$ cat config.mk
export PLATFORM = sky130hd
export DESIGN_NAME = key_encoder
export DESIGN_NICKNAME = d
export VERILOG_FILES = /design/src/rtl/key_pkg.sv /design/src/rtl/key_sync.sv /design/src/rtl/key_encoder.sv
export SDC_FILE = /design/constraint.sdc
export NUM_CORES = 1
export LEC_CHECK = 0
export CAP_MARGIN = 20
export CORE_MARGIN = 2
export CORE_UTILIZATION = 30
export CTS_CLUSTER_SIZE = 8
export DETAILED_ROUTE_END_ITERATION = 12
export MAX_ROUTING_LAYER = met4
export PLACE_DENSITY_LB_ADDON = 0.05
export SETUP_SLACK_MARGIN = 0.02
export SYNTH_ARGS = -nofsm -noshare
export SYNTH_HDL_FRONTEND = slang
export SYNTH_SLANG_ARGS = --single-unit
$ cat constraint.sdc
create_clock -name sys_clk -period 4.5 [get_ports sys_clk]
set_input_delay 0.9 -clock sys_clk [delete_from_list [all_inputs] [get_ports sys_clk]]
set_output_delay 0.9 -clock sys_clk [all_outputs]
set_load 0.05 [all_outputs]
$ cat src/rtl/key_pkg.sv
// Shared definitions for the debounced push-button encoder: state encoding,
// default stability window and the 8-to-3 priority function.
package key_pkg;

  typedef enum logic [1:0] {
    IDLE         = 2'd0,
    PRESS_FILT   = 2'd1,
    HELD         = 2'd2,
    RELEASE_FILT = 2'd3
  } key_state_t;

  // 20 ms at 50 MHz
  localparam logic [19:0] CNT_MAX_DEF = 20'd999_999;

  function automatic logic [2:0] prio_enc8(input logic [7:0] vec);
    logic [2:0] idx;
    idx = 3'd0;
    for (int i = 0; i < 8; i++) begin
      if (vec[i]) idx = 3'(i);
    end
    return idx;
  endfunction

endpackage

$ cat src/rtl/key_sync.sv
// Two-flop synchronizer for asynchronous button inputs; idles at all-ones
// so a reset never looks like a press.
module key_sync #(
  parameter int WIDTH = 8
) (
  input  logic             sys_clk,
  input  logic             sys_rst_n,
  input  logic [WIDTH-1:0] din,
  output logic [WIDTH-1:0] dout
);

  logic [WIDTH-1:0] meta;

  always_ff @(posedge sys_clk or negedge sys_rst_n) begin
    if (!sys_rst_n) begin
      meta <= '1;
      dout <= '1;
    end else begin
      meta <= din;
      dout <= meta;
    end
  end

endmodule

$ cat src/rtl/key_encoder.sv
// Debounced 8-to-3 priority encoder for active-low push buttons, with
// one-cycle press and release strobes.
//
//   state        | meaning
//   IDLE         | no key pressed
//   PRESS_FILT   | candidate code must stay stable for CNT_MAX cycles
//   HELD         | press accepted, code_out valid
//   RELEASE_FILT | all keys up, waiting CNT_MAX cycles before release
module key_encoder
  import key_pkg::*;
#(
  parameter logic [19:0] CNT_MAX = CNT_MAX_DEF
) (
  input  logic       sys_clk,
  input  logic       sys_rst_n,
  input  logic [7:0] key_in,
  output logic [2:0] code_out,
  output logic       code_valid,
  output logic       key_held,
  output logic       key_release
);

  localparam logic [19:0] CNT_LAST = CNT_MAX - 20'd1;

  logic [7:0]  key_sync_q;
  logic [7:0]  pressed;
  logic        any;
  logic [2:0]  raw_code;

  key_state_t  state, state_nxt;
  logic [19:0] cnt, cnt_nxt;
  logic [2:0]  cand, cand_nxt;
  logic [2:0]  code_nxt;
  logic        valid_nxt, release_nxt;

  key_sync #(.WIDTH(8)) u_sync (
    .sys_clk   (sys_clk),
    .sys_rst_n (sys_rst_n),
    .din       (key_in),
    .dout      (key_sync_q)
  );

  assign pressed  = ~key_sync_q;
  assign any      = |pressed;
  assign raw_code = prio_enc8(pressed);
  assign key_held = (state == HELD) || (state == RELEASE_FILT);

  always_ff @(posedge sys_clk or negedge sys_rst_n) begin
    if (!sys_rst_n) begin
      state       <= IDLE;
      cnt         <= '0;
      cand        <= '0;
      code_out    <= '0;
      code_valid  <= 1'b0;
      key_release <= 1'b0;
    end else begin
      state       <= state_nxt;
      cnt         <= cnt_nxt;
      cand        <= cand_nxt;
      code_out    <= code_nxt;
      code_valid  <= valid_nxt;
      key_release <= release_nxt;
    end
  end

  always_comb begin
    state_nxt   = state;
    cnt_nxt     = cnt;
    cand_nxt    = cand;
    code_nxt    = code_out;
    valid_nxt   = 1'b0;
    release_nxt = 1'b0;
    case (state)
      IDLE: begin
        if (any) begin
          state_nxt = PRESS_FILT;
          cand_nxt  = raw_code;
          cnt_nxt   = '0;
        end
      end
      PRESS_FILT: begin
        if (!any) begin
          state_nxt = IDLE;
          cnt_nxt   = '0;
        end else if (raw_code != cand) begin
          cand_nxt = raw_code;
          cnt_nxt  = '0;
        end else if (cnt == CNT_LAST) begin
          state_nxt = HELD;
          code_nxt  = cand;
          valid_nxt = 1'b1;
          cnt_nxt   = '0;
        end else begin
          cnt_nxt = cnt + 20'd1;
        end
      end
      HELD: begin
        if (!any) begin
          state_nxt = RELEASE_FILT;
          cnt_nxt   = '0;
        end else if (raw_code != code_out) begin
          // a higher key was added or the held one dropped: re-qualify
          state_nxt = PRESS_FILT;
          cand_nxt  = raw_code;
          cnt_nxt   = '0;
        end
      end
      RELEASE_FILT: begin
        if (any) begin
          if (raw_code == code_out) begin
            state_nxt = HELD;
            cnt_nxt   = '0;
          end else begin
            state_nxt = PRESS_FILT;
            cand_nxt  = raw_code;
            cnt_nxt   = '0;
          end
        end else if (cnt == CNT_LAST) begin
          state_nxt   = IDLE;
          release_nxt = 1'b1;
          cnt_nxt     = '0;
        end else begin
          cnt_nxt = cnt + 20'd1;
        end
      end
      default: state_nxt = IDLE;
    endcase
  end

endmodule

# Word-level counts from Yosys, hierarchy flattened
# Cells that the tools add are included.
[word_totals]
elab_cells = 75
reg_bits = 46
output_inout_bits = 6
[classes]
mux = 39
add_sub_neg = 1
bitwise_logic = 2
reduce_logical = 7
eq_ne = 18
[op_table]
columns = ["op", "count"]
rows = [
  ["2-to-1 mux 20 bit", 7],
  ["one-hot mux 20 bit (4 select lines)", 1],
  ["2-to-1 mux 3 bit", 12],
  ["adder 20 x 1 -> 20 bit (second input constant)", 1],
  ["equality test 20 bit (second input constant)", 1],
  ["2-to-1 mux 2 bit", 10],
  ["inequality test 2 bit (second input constant)", 6],
  ["one-hot mux 3 bit (4 select lines)", 1],
  ["inverter 8 bit", 1],
  ["one-hot mux 2 bit (4 select lines)", 1],
  ["OR reduction 8 bit", 1],
  ["2-to-1 mux 1 bit", 7],
  ["AND reduction 7 bit", 1],
  ["inequality test 3 x 2 -> 1 bit (second input constant)", 2],
  ["inequality test 3 bit", 2],
  ["inequality test 3 bit (second input constant)", 2],
  ["AND reduction 5 bit", 1],
  ["equality test 2 bit (second input constant)", 2],
  ["AND reduction 4 bit", 1],
  ["equality test 3 bit", 1],
  ["equality test 2 x 1 -> 1 bit (second input constant)", 1],
  ["logical NOT 2 bit", 1],
  ["inequality test 2 x 1 -> 1 bit (second input constant)", 1],
  ["AND reduction 2 bit", 1],
  ["2 further kinds", 2],
]

# Longest topological paths before layout
[logic_depth]
depth_word = 12
mapped_depth = 11
mapped_depth_nobuf = 9

# Modules after synthesis
# A second synthesis with hierarchy kept.
[unflattened]
hier_cells = 221
hier_area_um2 = 2341.0
[modules_own_cells]
columns = ["module", "seq_area_each_um2", "cells_per_inst", "area_each_um2", "n_inst"]
rows = [
  ["key_encoder", 750.7, 205, 1920.6, 1],
  ["key_sync", 420.4, 16, 420.4, 1],
]

# Least setup slack after synthesis
# OpenSTA, ideal clock, no wires.
[synth_timing]
path_kind = "reg-to-reg"
startpoint = "reg code_out[1]"
endpoint = "reg cand[0]"
setup_time_ps = 125
period_less_slack_ps = 2080
path_slack_ps = 2420
arrival_time_ps = 1956
path_buffers = 0
path_stages_with_launch = 7
required_ps = 4375
path_cell_list = "dfrtp_1 nor2b_1 a41oi_1 a32oi_1 and2_1 a211oi_4 mux2_2"
[synth_via]
elab_chain_len = 3
[synth_rtl]
columns = ["item", "line", "source"]
rows = [
  ["start: declaration", "key_encoder.sv:17", "output logic [2:0] code_out,"],
  ["start signal: assignment", "key_encoder.sv:60", "code_out <= code_nxt;"],
  ["equality test 3 bit or inequality test 3 bit (tied branches)", "key_encoder.sv:110, key_encoder.sv:101", ""],
  ["inequality test 2 bit (no line) or inequality test 2 x 1 -> 1 bit (tied branches)", "--", ""],
  ["AND reduction 7 bit (no line) (*)", "--", ""],
  ["end signal: assignment", "key_encoder.sv:59", "cand <= cand_nxt;"],
  ["end: declaration", "key_encoder.sv:32", "logic [2:0] cand, cand_nxt;"],
]
# Mark *: on every way between the ends. The rest lies on a longest branch, timed or not.
# A chain may end at the register's enable or synchronous reset.

# Worst setup path in the final report
[layout_timing]
startpoint = "reg u_sync.dout[5]"
endpoint = "reg cnt[11]"
[layout_via]
elab_chain_len = 8
[layout_rtl]
columns = ["item", "line", "source"]
rows = [
  ["start: declaration", "key_sync.sv:9", "output logic [WIDTH-1:0] dout"],
  ["start signal: assignment", "key_sync.sv:20", "dout <= meta;"],
  ["inverter 8 bit (*)", "key_encoder.sv:43", "assign pressed = ~key_sync_q;"],
  ["2-to-1 mux 3 bit (3 in series)", "key_pkg.sv:19", "if (vec[i]) idx = 3'(i);"],
  ["inequality test 3 bit", "key_encoder.sv:85", "end else if (raw_code != cand) begin"],
  ["2-to-1 mux 20 bit", "key_encoder.sv:85", ""],
  ["2-to-1 mux 20 bit", "key_encoder.sv:82", "if (!any) begin"],
  ["one-hot mux 20 bit (4 select lines)", "key_encoder.sv:73", "case (state)"],
  ["end signal: assignment", "key_encoder.sv:58", "cnt <= cnt_nxt;"],
  ["end: declaration", "key_encoder.sv:31", "logic [19:0] cnt, cnt_nxt;"],
]
# Marks and branches as above.

==> flow_results.org <==
** Worst setup path
- Arrival time worst endpoint :: 2.94 ns
- Required time of the worst setup path :: about 4.7 ns
- Cells traversed along the worst timing path :: nand4_1 > nor3_4 > nor3_1 > o21ai_0 > nand2_1 > buf_16 > and3_2 > a221o_1
- The worst setup path is launched from a flop.
- CP peak stage delay :: 0.57 ns
- CP Capture Type :: flop
- Largest fanout on the critical path :: 24
- On the critical path, the stage with the largest delay is an instance of sky130_fd_sc_hd__dfstp_2.
- The critical path in this run is classified as flop to flop.

** STA
- The worst path meets setup with between 1.5 and 2 ns of slack.
- Measured against its own limit, the worst slew margin works out to between 40 and 50%.
- The smallest clock period supported by the final layout is computed as approximately 2.7 ns.
- The final max-slew violation count came to 0.
- Setup repair after global routing left no endpoint under its margin.
- TNS Setup :: 0 ns
- Setup violations remaining at the end of the flow were counted as 0.
- Final worst clock skew :: 0.0115 ns
- The count of final hold-check violations was 0.
- The final critical path takes up about three fifths of the cycle.
- For this run, the top clock speed supported by timing is about 360 MHz.
- Transition time of the tightest slew-check pin :: slightly above 0.8 ns

** Logic synthesis
- Number of synthesized register bits :: 46
- Yosys Warn Count :: 0
- In the synthesized netlist the dominant register cell turns out to be sky130_fd_sc_hd__dfrtp_1.
- FFs w/ async S/R, synth :: 100%
- In this run the biggest area consumer among cell types represents between 30% and 40% of the synthesized area.
- Among all cell types in the netlist, the one instantiated most often is sky130_fd_sc_hd__dfrtp_1.
- After technology mapping, the gate count stands at 227.
- Largest area contributor in the netlist :: sky130_fd_sc_hd__dfrtp_1
- Number of nets produced by synthesis :: ~240
- Commonest cells in the synthesized netlist :: sky130_fd_sc_hd__dfrtp_1, sky130_fd_sc_hd__nand2_1, sky130_fd_sc_hd__nor2_1, sky130_fd_sc_hd__dfstp_2, sky130_fd_sc_hd__nand3_1
- Cells taking the most area after synthesis :: sky130_fd_sc_hd__dfrtp_1, sky130_fd_sc_hd__dfstp_2, sky130_fd_sc_hd__nand2_1
- Area of the mapped netlist :: between 2000 and 2500 µm²
- The synthesized design contains 0 enable-type register cells.
- Sequential element share of the synthesized area :: about half
- The netlist uses 54 different library cells.
- The average instance in the mapped netlist occupies about 10 µm².

** Clocking
- Largest buffer count on any clock path :: 2
- Number of buffers inserted by hold repair at cts :: 0
- CTS-repair resized insts :: 0
- After clock tree synthesis, the clock-pin slew on the worst setup and hold paths is 0.10 ns.
- TritonCTS built the clock tree.
- TritonCTS sink count :: between 40 and 50
- In this run, CTS created clock tree buffers numbering 5.
- In this run the number of H-tree levels came out at 2.
- Worst-skew pair later-pin latency :: approximately 0.31 ns
- The tree is rooted in a sky130_fd_sc_hd__clkbuf_8.
- Postcts setup bufs :: 0

** Detailed routing
- First-pass iteration count of the detailed router :: 4
- Vias after detailed routing :: ~1700
- The detailed router finished its first iteration with 36 violations.
- DRC viols :: 0
- In the final routed layout, each cell accounts on average for around 14 µm.
- Once detail routing completed, the nets flagged for antenna violations numbered 0.
- Routed vias/inst :: 4.92
- For this block, the routed nets add up to between 4000 and 5000 µm of wire.

** Floorplan
- Starting utilization of the core area :: a little over 30%
- 16 I/O pins were placed.
- After floorplanning, the core was sized to cover 7730 µm².
- Number of core rows :: 32
- Die Wd :: around 93 µm
- Vertical die dimension :: slightly above 90 µm
- The die covers 8670 µm².

** Power
- Highest ir drop seen on vdd :: between 0.1 and 0.15 mV
- Power spread over the standard cell area amounts to around 310 nW/µm².
- Summed over all cells, the static leakage comes to between 1 and 1.5 nW.

** Final layout
- Area delta synth->final :: 14.5%
- For this run, the post-layout net count is 254.
- # diodes :: 0
- The post-route netlist has 19.3% of its cells at a drive strength greater than 1.

** Placement
- Once detailed placement completed, the half-perimeter wirelength came to between 3000 and 4000 µm.
- I/O Buffers :: 15
- Post-Place Setup Slack :: about 1.4 ns
- The congestion estimate from routability-driven global placement came to approximately 0.74.

** Hold path
- The min-delay analysis places its worst path in the category flop to flop.

** Global routing
- Number of global-route vias before repair :: about 1700
- Antenna violations before repair :: 0
- Global routing finished with a remaining overflow of 0.
- Global routing used ~13% of the available tracks across all layers.
- The first global-routing pass estimated a little under 9000 µm of wire.
- Largest net degree at the start of global routing :: 36

** Status
- Status :: finished, final reports clean

** Run
- Max-capacitance violation count :: 0
## metrics by stage
stage	cell area, µm²	cells	total power, mW	util (%)	hold slack (ns)
CTS	2700	344	0.845	34.9	0.363
global placement	2610	336	0.563	33.7	0.346
detailed placement	2610	336	0.563	33.7	0.348
floorplan	2380	227	0.531	-	0.345
finish	2730	345	0.839	35.3	0.354
global route	2730	345	0.888	35.3	0.355
## cell usage in the layout (no fill, tap or decap), types with 2 or more instances in the layout
cell type and n:
sky130_fd_sc_hd__mux2_4 3, sky130_fd_sc_hd__a21oi_1 6, sky130_fd_sc_hd__a21o_1 5, sky130_fd_sc_hd__inv_6 3
sky130_fd_sc_hd__dfrtp_1 30, sky130_fd_sc_hd__nand3_1 12, sky130_fd_sc_hd__mux2i_1 6, sky130_fd_sc_hd__clkbuf_8 5
sky130_fd_sc_hd__nand2_2 2, sky130_fd_sc_hd__nor3b_1 2, sky130_fd_sc_hd__and3_2 2, sky130_fd_sc_hd__nor4_1 4
sky130_fd_sc_hd__nor2b_1 5, sky130_fd_sc_hd__dfstp_2 16, sky130_fd_sc_hd__mux2_2 3, sky130_fd_sc_hd__o21a_1 2
sky130_fd_sc_hd__a221o_1 6, sky130_fd_sc_hd__clkdlybuf4s50_1 14, sky130_fd_sc_hd__nand4_1 6, sky130_fd_sc_hd__ha_1 2
sky130_fd_sc_hd__xnor2_1 2, sky130_fd_sc_hd__and2_1 3, sky130_fd_sc_hd__o21ai_0 4, sky130_fd_sc_hd__or3_1 2
sky130_fd_sc_hd__nand3b_1 2, sky130_fd_sc_hd__a32o_1 2, sky130_fd_sc_hd__nor2_1 17, sky130_fd_sc_hd__inv_1 7
sky130_fd_sc_hd__nand2_1 24, sky130_fd_sc_hd__and4_1 2, sky130_fd_sc_hd__nor3_1 6, sky130_fd_sc_hd__nand2b_1 3
sky130_fd_sc_hd__a22o_1 5, sky130_fd_sc_hd__and3_1 8
## worst max-delay path, delay by kind of cell (launching register included)
family | cells | cell delay [ns]
buf+inv | 1 | 0.27
flops | 1 | 0.57
simple gates | 5 | 1.36
compound gates | 2 | 0.41
## per-layer routing
metal	share of wire (%)	GRT usage, %
met1	50	16.5
met2	47	21.2
met3	2.6	2.82
met4	0.90	2.94
met5	0	-
## state kept, by name (all words and copies together), names as in the netlist
| name | flops |
|---|---|
| cnt | 20 |
| u_sync.dout | 8 |
| u_sync.meta | 8 |
| cand | 3 |
| code_out | 3 |
| state | 2 |
| code_valid | 1 |
| key_release | 1 |
## area by class of cell
class | instances | area (µm²)
multi-input combinational | 165 | 1130
fill | 793 | 5000
timing repair buffer | 17 | 180
inverter | 7 | 26.3
clock buffer | 5 | 68.8
sequential | 46 | 1170
tap | 102 | 128
clock inverter | 3 | 26.3
## kinds of logic after synthesis
family / synth area share [%]
fa+ha+maj: 1.05
flops: 49.2
compound gates: 12.9
buf+inv: 3.52
mux: 5.83
xor+xnor: 0.735
simple gates: 26.8
## path summary, 6_finish.rpt
kind / cells after the start / slack (ns) / end / startpoint
worst max register to register: 8 / 1.75 / cnt[11] / u_sync.dout[5]
max in group asynchronous: 2 / 3.22 / u_sync.meta[0] / sys_rst_n
min in group asynchronous: 1 / 0.52 / cand[1] / sys_rst_n
worst min register to register: 0 / 0.35 / u_sync.dout[0] / u_sync.meta[0]
worst max-delay path: 8 / 1.75 / cnt[11] / u_sync.dout[5]
worst min-delay path: 0 / 0.35 / u_sync.dout[0] / u_sync.meta[0]
## power by group
part           internal [mW]  total, mW  switching [mW]
combinational         0.0568      0.115          0.0584
clock                  0.116      0.273           0.158
sequential             0.435      0.451          0.0161
Power figures use the tool's default switching activity.
